### src/rtl/multicycle_control.sv
`default_nettype none
// ============================================================================
//  Module      : multicycle_control
//  Description : Main control FSM for a multicycle MIPS datapath. Sequences
//                fetch/decode/execute/memory/writeback, drives every datapath
//                enable and mux select, stalls on the memory ready handshake
//                and counts retired instructions.
//  Revision    : 1.0 - initial release
// ============================================================================
module multicycle_control #(
    parameter int CNT_W = 32
) (
    input  logic             clk,
    input  logic             rst_n,
    input  logic [5:0]       opcode,
    input  logic             mem_ready,
    output logic             pc_write,
    output logic             pc_write_cond,
    output logic             iord,
    output logic             mem_read,
    output logic             mem_write,
    output logic             ir_write,
    output logic             mem_to_reg,
    output logic             reg_dst,
    output logic             reg_write,
    output logic             alu_src_a,
    output logic [1:0]       alu_src_b,
    output logic [1:0]       alu_op,
    output logic [1:0]       pc_source,
    output logic             illegal,
    output logic             retire,
    output logic [CNT_W-1:0] instr_count,
    output logic [3:0]       state
);

    typedef enum logic [3:0] {
        S_FETCH     = 4'd0,
        S_DECODE    = 4'd1,
        S_MEM_ADDR  = 4'd2,
        S_MEM_READ  = 4'd3,
        S_MEM_WB    = 4'd4,
        S_MEM_WRITE = 4'd5,
        S_EXEC      = 4'd6,
        S_R_WB      = 4'd7,
        S_BRANCH    = 4'd8,
        S_JUMP      = 4'd9,
        S_ADDI_EX   = 4'd10,
        S_ADDI_WB   = 4'd11
    } state_t;

    localparam logic [5:0] C_OP_RTYPE = 6'h00;
    localparam logic [5:0] C_OP_LW    = 6'h23;
    localparam logic [5:0] C_OP_SW    = 6'h2B;
    localparam logic [5:0] C_OP_BEQ   = 6'h04;
    localparam logic [5:0] C_OP_J     = 6'h02;
    localparam logic [5:0] C_OP_ADDI  = 6'h08;

    // ALU operation codes handed to the ALU control decoder
    localparam logic [1:0] C_ALU_ADD   = 2'b00;
    localparam logic [1:0] C_ALU_SUB   = 2'b01;
    localparam logic [1:0] C_ALU_FUNCT = 2'b10;
    localparam logic [1:0] C_ALU_ADDI  = 2'b11;

    localparam logic [CNT_W-1:0] C_CNT_ONE = {{(CNT_W-1){1'b0}}, 1'b1};

    state_t           r_state;
    state_t           w_next_state;
    logic [CNT_W-1:0] r_count;

    assign state       = r_state;
    assign instr_count = r_count;

    // State register; reset returns to FETCH from anywhere, including mid-wait
    always_ff @(posedge clk or negedge rst_n) begin
        if (!rst_n) begin
            r_state <= S_FETCH;
        end else begin
            r_state <= w_next_state;
        end
    end

    // Retired-instruction counter, wraps silently at 2^CNT_W
    always_ff @(posedge clk or negedge rst_n) begin
        if (!rst_n) begin
            r_count <= '0;
        end else if (retire) begin
            r_count <= r_count + C_CNT_ONE;
        end
    end

    // Next-state and output decode; outputs held at zero while in reset so no
    // enable (including the FETCH read request) leaks out during reset
    always_comb begin
        w_next_state  = S_FETCH;
        pc_write      = 1'b0;
        pc_write_cond = 1'b0;
        iord          = 1'b0;
        mem_read      = 1'b0;
        mem_write     = 1'b0;
        ir_write      = 1'b0;
        mem_to_reg    = 1'b0;
        reg_dst       = 1'b0;
        reg_write     = 1'b0;
        alu_src_a     = 1'b0;
        alu_src_b     = 2'b00;
        alu_op        = C_ALU_ADD;
        pc_source     = 2'b00;
        illegal       = 1'b0;
        retire        = 1'b0;

        case (r_state)
            S_FETCH: begin
                // PC+4 computed in the ALU while memory returns the instruction
                mem_read  = 1'b1;
                alu_src_b = 2'b01;
                ir_write  = mem_ready;
                pc_write  = mem_ready;
                w_next_state = mem_ready ? S_DECODE : S_FETCH;
            end
            S_DECODE: begin
                // Speculative branch target into ALUOut
                alu_src_b = 2'b11;
                case (opcode)
                    C_OP_RTYPE:       w_next_state = S_EXEC;
                    C_OP_LW, C_OP_SW: w_next_state = S_MEM_ADDR;
                    C_OP_BEQ:         w_next_state = S_BRANCH;
                    C_OP_J:           w_next_state = S_JUMP;
                    C_OP_ADDI:        w_next_state = S_ADDI_EX;
                    default: begin
                        illegal      = 1'b1;
                        w_next_state = S_FETCH;
                    end
                endcase
            end
            S_MEM_ADDR: begin
                alu_src_a = 1'b1;
                alu_src_b = 2'b10;
                w_next_state = (opcode == C_OP_LW) ? S_MEM_READ : S_MEM_WRITE;
            end
            S_MEM_READ: begin
                mem_read = 1'b1;
                iord     = 1'b1;
                w_next_state = mem_ready ? S_MEM_WB : S_MEM_READ;
            end
            S_MEM_WB: begin
                reg_write  = 1'b1;
                mem_to_reg = 1'b1;
                retire     = 1'b1;
                w_next_state = S_FETCH;
            end
            S_MEM_WRITE: begin
                // Store retires only in the cycle the memory accepts it
                mem_write = 1'b1;
                iord      = 1'b1;
                retire    = mem_ready;
                w_next_state = mem_ready ? S_FETCH : S_MEM_WRITE;
            end
            S_EXEC: begin
                alu_src_a = 1'b1;
                alu_op    = C_ALU_FUNCT;
                w_next_state = S_R_WB;
            end
            S_R_WB: begin
                reg_write = 1'b1;
                reg_dst   = 1'b1;
                retire    = 1'b1;
                w_next_state = S_FETCH;
            end
            S_BRANCH: begin
                alu_src_a     = 1'b1;
                alu_op        = C_ALU_SUB;
                pc_write_cond = 1'b1;
                pc_source     = 2'b01;
                retire        = 1'b1;
                w_next_state  = S_FETCH;
            end
            S_JUMP: begin
                pc_write  = 1'b1;
                pc_source = 2'b10;
                retire    = 1'b1;
                w_next_state = S_FETCH;
            end
            S_ADDI_EX: begin
                alu_src_a = 1'b1;
                alu_src_b = 2'b10;
                alu_op    = C_ALU_ADDI;
                w_next_state = S_ADDI_WB;
            end
            S_ADDI_WB: begin
                reg_write = 1'b1;
                retire    = 1'b1;
                w_next_state = S_FETCH;
            end
            default: begin
                w_next_state = S_FETCH;
            end
        endcase

        if (!rst_n) begin
            pc_write      = 1'b0;
            pc_write_cond = 1'b0;
            iord          = 1'b0;
            mem_read      = 1'b0;
            mem_write     = 1'b0;
            ir_write      = 1'b0;
            mem_to_reg    = 1'b0;
            reg_dst       = 1'b0;
            reg_write     = 1'b0;
            alu_src_a     = 1'b0;
            alu_src_b     = 2'b00;
            alu_op        = 2'b00;
            pc_source     = 2'b00;
            illegal       = 1'b0;
            retire        = 1'b0;
        end
    end

endmodule
`default_nettype wire
### config.mk
export PLATFORM = sky130hd
export DESIGN_NAME = multicycle_control
export DESIGN_NICKNAME = d
export VERILOG_FILES = /design/src/rtl/multicycle_control.sv
export SDC_FILE = /design/constraint.sdc
export NUM_CORES = 1
export LEC_CHECK = 0
export ABC_CLOCK_PERIOD_IN_PS = 2500
export CORE_MARGIN = 2
export CORE_UTILIZATION = 50
export DETAILED_ROUTE_END_ITERATION = 6
export PLACE_DENSITY = 0.91
export SETUP_SLACK_MARGIN = 0.1
export SYNTH_ARGS = -nofsm -noshare
export SYNTH_HDL_FRONTEND = slang
export SYNTH_SLANG_ARGS = --single-unit
### constraint.sdc
create_clock -name clk -period 2.5 [get_ports clk]
set_input_delay 0.5 -clock clk [delete_from_list [all_inputs] [get_ports clk]]
set_output_delay 0.5 -clock clk [all_outputs]
set_load 0.02 [all_outputs]
==> load_flow_metrics.sql <==
INSERT INTO impl_metrics (metric_group, metric, value, unit) VALUES
('run_status', 'run_status', 'finished clean', ''),
('cells_and_area', 'syn_to_final_growth', '43.2', '%'),
('synthesis', 'ys.warnings.count', '0', ''),
('synthesis', 'synth.cell_area', '2010', 'um2'),
('cts', 'clk_latency', '0.29', 'ns'),
('cells_and_area', 'n_antenna_cell', '0', ''),
('worst_setup_path', 'worst_reg_to_reg_path_cell_count', '7', ''),
('cts', 'maximum_count_of_clock_buffers_along_a_single_path', '2', ''),
('worst_setup_path', 'worst_ep_required_time', '2.00', 'ns'),
('sta', 'clock_skew', '0.00507', 'ns'),
('worst_setup_path', 'critical_path.max_fanout', '4', ''),
('die', 'floorplan.die.width', '67.5', 'um'),
('cts', 'holdBufCountCts', '0', ''),
('die', 'die_area', '4550', 'um2'),
('worst_setup_path', 'cpPeakStageDelay', '0.47', 'ns'),
('place', 'place.port_buffers', '62', ''),
('routing', 'route.detailed.drc', '0', ''),
('global_route', 'total_routing_usage_gr', '23.6', '%'),
('routing', 'drt_pre_antenna_iters', '4', ''),
('sta', 'number_of_pins_with_negative_max_slew_slack_in_the_final_report', '0', ''),
('die', 'io_pins', '63', ''),
('sta', 'setup_tns', '0', 'ns'),
('routing', 'drt_iter0_markers', '202', ''),
('global_route', 'antenna_violations_before_repair', '0', ''),
('sta', 'fmax', '430', 'MHz'),
('routing', 'post_drt_via_cell_ratio', '5.60', ''),
('cts', 'cts_htree_levels', '2', ''),
('die', 'core-area', '3940', 'um2'),
('worst_setup_path', 'critical-path-top-delay-family', 'buffers and inverters', ''),
('run', 'max_cap_viol_count', '0', ''),
('power_and_ir_drop', 'total_power_per_unit_cell_area', '482', 'nW/um2'),
('cts', 'sinks_on_clock_net', '36', ''),
('worst_setup_path', 'library_cell_contributing_the_largest_single_delay_on_the_critical_path', 'sky130_fd_sc_hd__clkdlybuf4s50_1', ''),
('sta', 'finalSetupViolCount', '0', ''),
('sta', 'slew_headroom', '68.3', '%'),
('global_route', 'grt_max_degree', '33', ''),
('sta', 'timing.final.hold_violations', '0', ''),
('power_and_ir_drop', 'irDropWorstVdd', '0.345', 'mV'),
('die', 'effective_utilization_at_floorplan', '51.1', '%'),
('cells_and_area', 'non_filler_cells_final', '339', ''),
('worst_setup_path', 'worstSetupPathDepth', '6', ''),
('die', 'floorplan_die_height', '67.5', 'um'),
('cts', 'clk_pin_slew', '0.07', 'ns'),
('cts', 'clk_root_buffer_cell', 'sky130_fd_sc_hd__clkbuf_8', ''),
('sta', 'timing.final.crit_period', '2.33', 'ns'),
('synthesis', 'syn_nets', '221', ''),
('sta', 'rsz0062_at_grt', 'true', ''),
('worst_setup_path', 'path_class', 'in2out', ''),
('hold_path', 'holdCritPathClass', 'in2async', ''),
('cells_and_area', 'fill_cells', '289', ''),
('synthesis', 'syn_avg_cell_area', '9.55', 'um2'),
('power_and_ir_drop', 'leakagePower', '0.00142', 'uW'),
('synthesis', 'syn-instance-count', '211', ''),
('routing', 'route.vias.total', '1897', ''),
('cells_and_area', 'final_util', '73.2', '%'),
('sta', 'max_slew.worst_pin.slew', '0.472', 'ns'),
('global_route', 'first_global_vias', '1779', ''),
('routing', 'antenna_violating_nets_post_route', '0', ''),
('worst_setup_path', 'setup.worst_path.end_class', 'output pin', ''),
('worst_setup_path', 'worst_ep_arrival_time', '1.83', 'ns'),
('synthesis', 'synth-seq-area-share', '44.7', '%'),
('cts', 'cts_inserted_buffers', '5', ''),
('global_route', 'grt_overflow', '0', ''),
('cells_and_area', 'finish.net_count', '298', ''),
('die', 'core.rowCount', '23', ''),
('cells_and_area', 'drive_gt1_share', '15.2', '%'),
('cts', 'cts_tree', 'done', ''),
('worst_setup_path', 'critical_path.n_buffers_inverters', '2', ''),
('place', 'dp.final_hpwl', '3670', 'um'),
('worst_setup_path', 'critical_path.cell_chain', 'clkdlybuf4s50_1, and3_1, a22oi_1, nand2_1, nor3_1, clkbuf_2', ''),
('place', 'routabilityCongestion', '0.881', ''),
('global_route', 'grt_pass1_wl', '8210', 'um'),
('place', 'place_inst', '326', ''),
('synthesis', 'yosys_register_bits', '36', ''),
('synthesis', 'synth.lib_cells_used.distinct', '43', ''),
('sta', 'post-route-period-util', '93.0', '%'),
('routing', 'route.detailed.wl_per_inst', '15.5', 'um'),
('worst_setup_path', 'timing.critical_path.from_type', 'primary input', ''),
('routing', 'routed_wl', '5250', 'um');
## flip-flops by register name (all words and copies together) (netlist names)
name and count:
instr_count 32, state 4
## what timing repair did
action / 4_1_cts / 5_1_grt
gates resized for setup: 14 / 9
setup endpoints to repair: 12 / 7
endpoints found under the hold margin: 0 / 0
buffers inserted: 0 / 5
## stage by stage
step                      total power, uW  hold WS, ns  area, um2  worst slack (ns)
after global routing                 1450        0.227       2890            0.0212
after global placement                958        0.459       2740            -0.163
after detailed placement              970        0.459       2740            -0.244
after CTS                            1380        0.219       2840            0.0534
after floorplan                       816        0.204       2020             0.113
final                                1390        0.206       2890             0.174
## final timing paths
check / startpoint / to / slack (ns)
max reg2reg: state[3] / instr_count[20] / 0.31
max: opcode[5] / illegal / 0.17
min: rst_n / state[3] / 0.21
min in group clk: instr_count[25] / instr_count[25] / 0.49
max in group asynchronous: rst_n / instr_count[17] / 1.72
min reg2reg: instr_count[25] / instr_count[25] / 0.49
## final cells by class
cell class | instances | area [um2] | share of cell area (%)
clock buffer | 8 | 90.1 | 3.12
inverter | 3 | 11.3 | 0.390
multi-input combinational | 162 | 1060 | 36.9
sequential | 36 | 905 | 31.4
tap | 50 | 62.6 | 2.17
timing repair buffer | 80 | 752 | 26.1
## worst register-to-register path: cells and delay by family (launching register included)
kind	cells	cell delay [ns]
AOI/OAI and AO/OA	1	0.23
xor gates and xnor gates	1	0.17
buffers and inverters	2	0.45
DFF	1	0.38
and+or+nand+nor	3	0.88
## power by group
group / internal, uW / switching, uW
clock: 225 / 194
combinational: 146 / 173
sequential: 612 / 42.3
## cell usage after synthesis, drive strengths merged
cell	count	share of area, %
nor3	17	4.5
a22oi	1	0.37
nor4	3	2.3
nand2	26	4.8
mux2	1	0.56
nor2	22	4.1
o311ai	1	0.43
or2	1	0.31
dfrtp	36	45
o32ai	1	0.43
o21ai	2	0.50
o31ai	2	0.75
buf	4	1.6
nand2b	1	0.31
mux2i	1	0.50
a21oi	2	0.50
o2111ai	1	0.43
a32oi	1	0.43
a211oi	1	0.37
nand4	10	3.7
inv	3	0.56
a31oi	1	0.31
o211ai	1	0.37
a21bo	1	0.50
ha	1	0.62
and3	8	2.5
nor4b	4	1.7
nand3	11	3.4
or3	1	0.31
clkbuf	6	1.2
xor2	20	8.7
nor2b	3	0.93
and3b	1	0.43
xnor2	14	6.1
nand3b	2	0.75
## kinds of logic (layout without fill, tap and decap cells)
kind of cell	Yosys count	count (layout)	synth area share, %
flip-flops	36	36	44.7
AO/OA/AOI/OAI	15	15	5.40
multiplexers	2	2	1.06
AND/OR/NAND/NOR	110	110	30.1
adder cells (fa/ha/maj)	1	1	0.621
buffers and inverters	13	91	3.29
XOR/XNOR	34	34	14.8
## cell usage in the layout (no fill, tap or decap), types with 3 or more instances in the layout
cell type	synthesis	routed
sky130_fd_sc_hd__and3_1	7	7
sky130_fd_sc_hd__nor2_1	22	22
sky130_fd_sc_hd__nand3_1	10	10
sky130_fd_sc_hd__inv_1	3	3
sky130_fd_sc_hd__nor3_1	16	16
sky130_fd_sc_hd__dfrtp_2	0	3
sky130_fd_sc_hd__nand2_1	26	26
sky130_fd_sc_hd__clkdlybuf4s50_1	0	47
sky130_fd_sc_hd__dlygate4sd2_1	0	7
sky130_fd_sc_hd__dlymetal6s2s_1	0	6
sky130_fd_sc_hd__nand4_1	8	8
sky130_fd_sc_hd__buf_4	2	18
sky130_fd_sc_hd__xnor2_1	14	14
sky130_fd_sc_hd__dfrtp_1	36	33
sky130_fd_sc_hd__clkbuf_8	0	6
sky130_fd_sc_hd__xor2_1	20	20
## layer usage
metal  wire [um]  vias to the layer above  share of wire (%)  track usage [%]
li1            -                      894                  -                -
met1        2210                      938                 42             29.3
met2        2740                       53                 52             40.7
met3         222                       12                4.2             5.00
met4          69                        0                1.3             7.14
met5           0                        -                  0                0
(Power assumes the default switching activity.)
